`src/rtl/instr_encoder_if.sv`:
```
// Request/word handshake bundle for the instruction encoder.
// The slave modport is the encoder side; master is the source/sink driving it.
interface instr_encoder_if #(
    parameter int ADDR_W = 32
);
    logic              in_valid;
    logic              in_ready;
    logic [3:0]        in_op;
    logic [4:0]        in_rs;
    logic [4:0]        in_rt;
    logic [4:0]        in_rd;
    logic [15:0]       in_imm;
    logic [25:0]       in_target;
    logic              out_valid;
    logic              out_ready;
    logic [31:0]       out_word;
    logic [ADDR_W-1:0] out_addr;

    modport slave (
        input  in_valid, in_op, in_rs, in_rt, in_rd, in_imm, in_target, out_ready,
        output in_ready, out_valid, out_word, out_addr
    );

    modport master (
        output in_valid, in_op, in_rs, in_rt, in_rd, in_imm, in_target, out_ready,
        input  in_ready, out_valid, out_word, out_addr
    );
endinterface

```
`src/rtl/instr_encoder.sv`:
```
// Encodes symbolic MIPS requests into 32-bit words and streams them to an
// instruction-memory write port through a single registered output stage.
module instr_encoder #(
    parameter int          ADDR_W    = 32,
    parameter int unsigned BASE_ADDR = 0
) (
    input  logic          clk,
    input  logic          rst_n,
    input  logic          start,
    input  logic          stop,
    instr_encoder_if.slave bus,
    output logic [15:0]   count,
    output logic          error,
    output logic          busy
);
    localparam logic [ADDR_W-1:0] BASE = BASE_ADDR[ADDR_W-1:0];

    typedef enum logic [1:0] {IDLE, RUN, DRAIN, ERR} state_t;

    state_t            state;
    logic [ADDR_W-1:0] next_addr;
    logic [31:0]       enc_word;
    logic              legal;
    logic              accept;
    logic              xfer;

    assign bus.in_ready = (state == RUN) && (!bus.out_valid || bus.out_ready);
    assign accept       = bus.in_valid && bus.in_ready;
    assign xfer         = bus.out_valid && bus.out_ready;
    assign legal        = (bus.in_op <= 4'd9);
    assign busy         = (state != IDLE);

    always_comb begin
        enc_word = 32'h0;
        case (bus.in_op)
            4'd0: enc_word = {6'b000000, bus.in_rs, bus.in_rt, bus.in_rd, 5'b00000, 6'b100000};
            4'd1: enc_word = {6'b000000, bus.in_rs, bus.in_rt, bus.in_rd, 5'b00000, 6'b100010};
            4'd2: enc_word = {6'b000000, bus.in_rs, bus.in_rt, bus.in_rd, 5'b00000, 6'b100100};
            4'd3: enc_word = {6'b000000, bus.in_rs, bus.in_rt, bus.in_rd, 5'b00000, 6'b100101};
            4'd4: enc_word = {6'b000000, bus.in_rs, bus.in_rt, bus.in_rd, 5'b00000, 6'b101010};
            4'd5: enc_word = {6'b100011, bus.in_rs, bus.in_rt, bus.in_imm};
            4'd6: enc_word = {6'b101011, bus.in_rs, bus.in_rt, bus.in_imm};
            4'd7: enc_word = {6'b000100, bus.in_rs, bus.in_rt, bus.in_imm};
            4'd8: enc_word = {6'b001000, bus.in_rs, bus.in_rt, bus.in_imm};
            4'd9: enc_word = {6'b000010, bus.in_target};
            default: enc_word = 32'h0;
        endcase
    end

    always_ff @(posedge clk or negedge rst_n) begin
        if (!rst_n) begin
            state         <= IDLE;
            next_addr     <= BASE;
            bus.out_valid <= 1'b0;
            bus.out_word  <= 32'h0;
            bus.out_addr  <= '0;
            count         <= 16'h0;
            error         <= 1'b0;
        end else begin
            // Output stage: a legal accept reloads it, otherwise a transfer empties it.
            if (accept && legal) begin
                bus.out_valid <= 1'b1;
                bus.out_word  <= enc_word;
                bus.out_addr  <= next_addr;
            end else if (xfer) begin
                bus.out_valid <= 1'b0;
            end

            if (start) begin
                next_addr <= BASE;
                count     <= 16'h0;
                error     <= 1'b0;
                state     <= RUN;
            end else begin
                if (accept && legal)
                    next_addr <= next_addr + ADDR_W'(4);
                if (xfer && count != 16'hFFFF)
                    count <= count + 16'd1;
                if (accept && !legal)
                    error <= 1'b1;

                case (state)
                    IDLE: state <= IDLE;
                    RUN: begin
                        if (accept && !legal)
                            state <= ERR;
                        else if (stop)
                            state <= (bus.out_valid || accept) ? DRAIN : IDLE;
                    end
                    DRAIN: if (!bus.out_valid || xfer) state <= IDLE;
                    ERR:   state <= ERR;
                    default: state <= IDLE;
                endcase
            end
        end
    end
endmodule
```
`src/flat_wrapper.sv`:
```
// flat-port wrapper written by rule: the top's interface ports become plain ports
module instr_encoder_flat 
#(
    parameter int          ADDR_W    = 32,
    parameter int unsigned BASE_ADDR = 0
)
  (clk, rst_n, start, stop, count, error, busy, bus_in_valid, bus_in_op, bus_in_rs, bus_in_rt, bus_in_rd, bus_in_imm, bus_in_target, bus_out_ready, bus_in_ready, bus_out_valid, bus_out_word, bus_out_addr);
  instr_encoder_if #(.ADDR_W(ADDR_W)) bus_i ();
  input  logic clk;
  input  logic rst_n;
  input  logic start;
  input  logic stop;
  output logic [15:0] count;
  output logic error;
  output logic busy;
  input wire logic [$bits(bus_i.in_valid)-1:0] bus_in_valid;
  input wire logic [$bits(bus_i.in_op)-1:0] bus_in_op;
  input wire logic [$bits(bus_i.in_rs)-1:0] bus_in_rs;
  input wire logic [$bits(bus_i.in_rt)-1:0] bus_in_rt;
  input wire logic [$bits(bus_i.in_rd)-1:0] bus_in_rd;
  input wire logic [$bits(bus_i.in_imm)-1:0] bus_in_imm;
  input wire logic [$bits(bus_i.in_target)-1:0] bus_in_target;
  input wire logic [$bits(bus_i.out_ready)-1:0] bus_out_ready;
  output wire logic [$bits(bus_i.in_ready)-1:0] bus_in_ready;
  output wire logic [$bits(bus_i.out_valid)-1:0] bus_out_valid;
  output wire logic [$bits(bus_i.out_word)-1:0] bus_out_word;
  output wire logic [$bits(bus_i.out_addr)-1:0] bus_out_addr;
  assign bus_i.in_valid = bus_in_valid;
  assign bus_i.in_op = bus_in_op;
  assign bus_i.in_rs = bus_in_rs;
  assign bus_i.in_rt = bus_in_rt;
  assign bus_i.in_rd = bus_in_rd;
  assign bus_i.in_imm = bus_in_imm;
  assign bus_i.in_target = bus_in_target;
  assign bus_i.out_ready = bus_out_ready;
  assign bus_in_ready = bus_i.in_ready;
  assign bus_out_valid = bus_i.out_valid;
  assign bus_out_word = bus_i.out_word;
  assign bus_out_addr = bus_i.out_addr;
  instr_encoder #(.ADDR_W(ADDR_W), .BASE_ADDR(BASE_ADDR)) u_core (.clk(clk), .rst_n(rst_n), .start(start), .stop(stop), .bus(bus_i), .count(count), .error(error), .busy(busy));
endmodule
```
`config.mk`:
```
export PLATFORM = sky130hd
export DESIGN_NAME = instr_encoder_flat
export DESIGN_NICKNAME = d
export VERILOG_FILES = /design/src/rtl/instr_encoder_if.sv /design/src/rtl/instr_encoder.sv /design/src/flat_wrapper.sv
export SDC_FILE = /design/constraint.sdc
export NUM_CORES = 1
export LEC_CHECK = 0
export BUFFER_PORTS_ARGS = -buffer_cell sky130_fd_sc_hd__buf_2
export CORE_ASPECT_RATIO = 1.25
export CORE_MARGIN = 3
export CORE_UTILIZATION = 54
export CTS_BUF_LIST = sky130_fd_sc_hd__clkbuf_8
export CTS_CLUSTER_SIZE = 10
export DETAILED_ROUTE_END_ITERATION = 6
export GPL_TIMING_DRIVEN = 0
export PLACE_DENSITY = 0.82
export SLEW_MARGIN = 20
export SYNTH_ARGS = -nofsm -noshare
export SYNTH_HDL_FRONTEND = slang
export SYNTH_SLANG_ARGS = --single-unit
```
`constraint.sdc`:
```
create_clock -name clk -period 2.32 [get_ports clk]
set_clock_uncertainty 0.15 [all_clocks]
set_input_delay 0.116 -clock clk [delete_from_list [all_inputs] [get_ports clk]]
set_output_delay 0.116 -clock clk [all_outputs]
set_load 0.005 [all_outputs]
```
# Word-level counts from Yosys, hierarchy flattened
# Index checks and enable logic that the tools add are counted.
word_totals:
  out_inout_bits: 84
  reg_bits: 116
  in_bits: 67
  word_cells: 59
classes:
  n_eq_ne: 15
  n_reduce_logical: 19
  n_lt_le_gt_ge: 1
  n_addsub: 2
  n_mux: 15
op_table:
  columns: ["cell", "n"]
  rows:
  - ["$pmux 32 s10", 1]
  - ["$mux 32", 2]
  - ["$add 32x3->32 const B", 1]
  - ["$mux 16", 2]
  - ["$add 16x1->16 const B", 1]
  - ["$eq 4x3->1 const B", 4]
  - ["$ne 16x16->1 const B", 1]
  - ["$mux 2", 5]
  - ["$reduce_bool 2->1", 5]
  - ["$eq 4x2->1 const B", 2]
  - ["$eq 4x4->1 const B", 2]
  - ["$pmux 2 s4", 1]
  - ["$logic_and 1x1->1", 6]
  - ["$eq 2x2->1 const B", 2]
  - ["$eq 4x1->1 const B", 1]
  - ["$le 4x4->1 const B", 1]
  - ["$logic_not 4->1", 1]
  - ["$mux 1", 4]
  - ["$ne 4x4->1 const B", 1]
  - ["$logic_or 1x1->1", 3]
  - ["$ne 3x2->1 const B", 1]
  - ["$eq 2x1->1 const B", 1]
  - ["$logic_not 1->1", 2]
  - ["$logic_not 2->1", 1]
  - ["$reduce_and 2->1", 1]

# Longest topological paths before layout
logic_depth:
  word_depth: 10
  ltp_mapped: 8

# Worst setup path before layout
# No wires, ideal clock.
synth_timing:
  kind: "flip-flop to flip-flop"
  startpoint: "reg u_core.next_addr[5]"
  endpoint: "reg u_core.next_addr[31]"
  t_arrival_ns: 1.839
  slack_ns: 0.253
  setup_ns: 0.078
  path_stages_with_launch: 6
  required_ns: 2.092
  path_buffers: 0
  cell_sequence: "dfrtp_1 > nand4_4 > nor4_4 > nand3_4 > or4_1 > a21oi_1"
synth_between:
  elab_chain_cells: 3
synth_rtl:
  columns: ["item", "line", "source"]
  rows:
  - ["start: declaration", "instr_encoder.sv:21", "logic [ADDR_W-1:0] next_addr;"]
  - ["start signal: assignment", "instr_encoder.sv:76", "next_addr <= next_addr + ADDR_W'(4);"]
  - ["$add 32x3->32", "instr_encoder.sv:76", null]
  - ["$mux 32", "instr_encoder.sv:75", "if (accept && legal)"]
  - ["$mux 32", "instr_encoder.sv:69", "if (start) begin"]
# No other way between the ends. The select of a mux whose other input is x is not followed.
# A chain may end at the register's enable or synchronous reset.

# Worst setup path after layout
layout_timing:
  startpoint: "in bus_in_op[1]"
  endpoint: "reg u_core.bus.out_word[19]"
layout_between:
  elab_chain_cells: 2
  word_cells_on_any_way: 13
  classes_between: "order compare (1); eq/ne (9); mux (1); reduce/logical (2)"
layout_rtl:
  columns: ["item", "line", "source"]
  rows:
  - ["start: declaration", "flat_wrapper.sv:17", "input wire logic [$bits(bus_i.in_op)-1:0] bus_in_op;"]
  - ["$eq 4x4->1, or another cell as far along", "instr_encoder.sv:35", "case (bus.in_op)"]
  - ["$pmux 32 s10 / $logic_and 1x1->1 (equally long branches)", "instr_encoder.sv:35, instr_encoder.sv:61", null]
  - ["end signal: assignment", "instr_encoder.sv:63", "bus.out_word <= enc_word;"]
  - ["end: declaration", "instr_encoder_if.sv:21", "output in_ready, out_valid, out_word, out_addr"]
# Several ways; a longest one is shown, not always the timed one.

==> impl_metrics.yaml <==
yosys:
  ys_top_cells_by_area: "dfrtp_1 (51%), nand2_1 (8.4%), nor2_1 (5.4%)"
  synth_compound_area_share_pct: 12.73
  synth_edf_count: 0
  synth-xor-area-share_pct: 5.714
  netlist_instances: 589
  synth_async_sr_flop_share_pct: 100.0
  synth.yosys.seq_area_share_pct: 51.31
  synth_simple_gate_area_share_pct: 25.40
  postSynthRegisterBits: 110
  synth_top_family_by_area: "simple AND/OR/NAND/NOR gates"
  post_synth.cell_area_avg_um2: 9.109
  share_of_synthesized_cell_area_in_full_adder_half_adder_and_majority_cells_pct: 0.4664
  synth.largest_area_cell: "dfrtp_1"
  ys_types: 57
  ys_dominant_reg_cell: "dfrtp_1"
  synth.mux.area_fraction_pct: 0.7929
  synth_top_area_share_pct: 51.31
  netlist_area_um2: 5365
  yosysWarningCount: 0
setup_path:
  worst_setup_path_end_kind: "register"
  worst-r2r-cell-count: 5
  register_to_register_path_setup_slack_ns: 0.09
  worst_setup_path_start_kind: "primary input"
  worstReg2RegEnd: "u_core.bus.out_word[21]$_DFFE_PN0P_"
  timing.critical_path.required_ns: 2.43
  worstSetupPathType: "in2reg"
  max_fanout_on_critical_path: 10
  regToRegStartpoint: "u_core.state[1]$_DFFE_PN0P_"
  cp.arrival_ns: 2.36
finish:
  count_of_non_filler_cells_in_the_finished_layout: 927
  antenna_cells: 0
  finalInstanceArea_um2: 7027
  layout_area_overhead_pct: 30.97
  nNetsFinal: 865
  final_layout_size_suffix_gt1_share_pct: 24.72
  final_common_cell: "buf_2"
  num-fill-cells: 699
  layout.cells.most_common_list: "buf_2 (146), nand2_1 (120), dfrtp_1 (110)"
die:
  placementRows: 40
  die-area_um2: 11180
  initial_core_util_pct: 55.54
  placeableCoreArea_um2: 9659
  boundaryPins: 151
  die_outline_height_um: 117.4
  die-width_um: 95.16
power_and_ir_drop:
  p_leak_nw: 3.393
  power_frac_seq_pct: 52.3
  power.internal_w: 0.002941
  power.net_switching_w: 0.001314
  comb_power_share_pct: 21.8
  clock_power_share_pct: 25.9
  maximum_vdd_ir_drop_uv: 399.0
  cellPowerDensity_nw_per_um2: 605.5
  sw_frac_of_total_pct: 30.88
detailed_routing:
  wirelength_routed_um: 16550
  final_antenna_net_count: 0
  avgRoutedWirePerCell_um: 17.85
  drc: 0
  drt-vias-per-instance: 5.750
  initialDrtViolationCount: 384
  first_pass_iters: 5
  via_count: 5330
grt:
  use_met1_pct: 35.68
  gr-usage-met2_pct: 50.20
  overflow_left_after_global_routing: 0
  wire_length_of_the_first_global_routing_pass_um: 26650
  grt_pass1_vias: 5395
  antenna_found_initial: 0
  groute.usage.overall_pct: 30.45
  grt_max_degree: 81
  groute.layer.met3.usage_pct: 6.414
  grt.busiest_layer: "met2"
place:
  portBuffers: 144
  placed_area_um2: 6290
  post-dp-hpwl_um: 11060
  placed_cells: 862
  place_congestion: 0.9335
timing:
  hold_viol_final: 0
  time_the_worst_path_needs_with_i_o_delays_and_setup_ns: 2.246
  tightest_slew_ns: 0.6049
  relSlewSlack_pct: 59.67
  clock.fmax_mhz: 445.3
  part_of_the_cycle_the_worst_path_needs_pct: 96.80
  grt_setup_unrepaired: "true"
  drv_slew: 0
  setup_viol_count_final: 0
clocking:
  htree_levels: 3
  tritoncts: "built"
  clock-root-buffer: "clkbuf_8"
  cts_buffers: 9
  cts_sinks: 110
  clk_pin_slew_ns: 0.11
  clk-insertion-delay-late_ns: 0.38
  cts-root-to-sink-buffers: 2
min_path:
  worst_min_delay_path_category: "in2async"
outcome:
  status: "complete, no violations"
run:
  count_of_max_cap_constraint_violations: 0
per-layer routing:
layer,share of wire (%),up-vias
li1,-,2459
met1,37,2526
met2,50,289
met3,8.4,56
met4,4.9,0
met5,0,-
critical path: stages:
cell and delay (ns):
clkbuf_1 0.35, clkinvlp_4 0.33, nand2_1 0.22, nor2_2 0.11
clkbuf_2 0.25, a22oi_1 0.24, dlygate4sd3_1 0.64, a21oi_1 0.09
sequential cells by signal, summed over array words and instances (netlist names):
register,flops
u_core.error,1
u_core.bus.out_valid,1
u_core.state,2
u_core.next_addr,30
u_core.bus.out_addr,30
u_core.count,16
u_core.bus.out_word,30
cell type report:
cell class                 count  area, um^2  share of cell area, %
timing repair buffer         196        1257                  17.90
clock buffer                  10       137.6                  1.959
clock inverter                 6       46.29                 0.6588
buffer                        32       161.4                  2.297
tap                          126       157.7                  2.244
inverter                      10       41.29                 0.5876
multi-input combinational    437        2472                  35.19
sequential                   110        2753                  39.17
Yosys cell counts (all sizes together), types with 3 or more instances:
cell    count
nand2     120
dfrtp     110
nor2       78
a21oi      28
clkbuf     25
o21ai      24
xnor2      21
nand3      18
nand4      15
xor2       14
a22oi      13
nor3       11
a221oi      9
inv         9
buf         8
and3        7
nand2b      7
nor4        7
o31ai       6
or3         6
a222oi      5
a32o        5
and2        4
nor2b       4
or4         4
o21a        3
power groups by stage:
stage / Clock (W) / Combinational (W) / Sequential [W]
final: 0.00110 / 0.000928 / 0.00222
after global routing: 0.00119 / 0.00103 / 0.00224
after CTS: 0.00111 / 0.000887 / 0.00221
after detailed placement: 0 / 0.000808 / 0.00225
after global placement: 0 / 0.000774 / 0.00224
after floorplan: 0 / 0.000363 / 0.00226
per-stage QoR:
stage | total power [W] | hold slack, ns | worst slack (ns) | TNS (ns) | util, %
after floorplan | 0.002621 | -0.3296 | 0.2532 | 0 | -
after global placement | 0.003015 | 0.2249 | -0.2816 | -32.75 | 64.72
after detailed placement | 0.003055 | -0.1380 | -0.3002 | -10.19 | 65.12
after CTS | 0.004207 | 0.01075 | 0.03154 | 0 | 72.36
after global routing | 0.004464 | 0.01683 | -0.05492 | -0.08390 | 72.75
final | 0.004254 | 0.01088 | 0.07432 | 0 | 72.75
kinds of logic (layout without fill, tap and decap cells):
| kind of cell | Yosys count | in the layout |
|---|---|---|
| compound gates | 103 | 103 |
| flops | 110 | 110 |
| mux | 4 | 4 |
| other cells | 1 | 3 |
| xor+xnor | 35 | 35 |
| simple gates | 290 | 290 |
| buf+inv | 44 | 254 |
| fa+ha+maj | 2 | 2 |
worst max-delay path by stage:
stage / depth (start not counted) / slack [ns] / from / to
floorplan: 5 / 0.25 / u_core.next_addr[5]$_DFFE_PN0P_ / u_core.next_addr[31]$_DFFE_PN0P_
global placement: 7 / -0.28 / u_core.state[1]$_DFFE_PN0P_ / u_core.bus.out_word[3]$_DFFE_PN0P_
detailed placement: 7 / -0.30 / u_core.state[1]$_DFFE_PN0P_ / u_core.bus.out_word[3]$_DFFE_PN0P_
CTS: 8 / 0.03 / u_core.state[0]$_DFFE_PN0P_ / u_core.bus.out_word[29]$_DFFE_PN0P_
global route: 8 / -0.05 / bus_in_op[1] / u_core.bus.out_word[20]$_DFFE_PN0P_
finish: 8 / 0.07 / bus_in_op[1] / u_core.bus.out_word[19]$_DFFE_PN0P_
repair_timing:
item | in CTS | in global routing
resized for setup | 6 | 21
setup endpoints to repair | 60 | 66
hold buffers | 48 | 0
setup buffers | 3 | 0
endpoints found under the hold margin | 146 | 0
pin swaps | 1 | 0
Power figures use the tool's default switching activity.
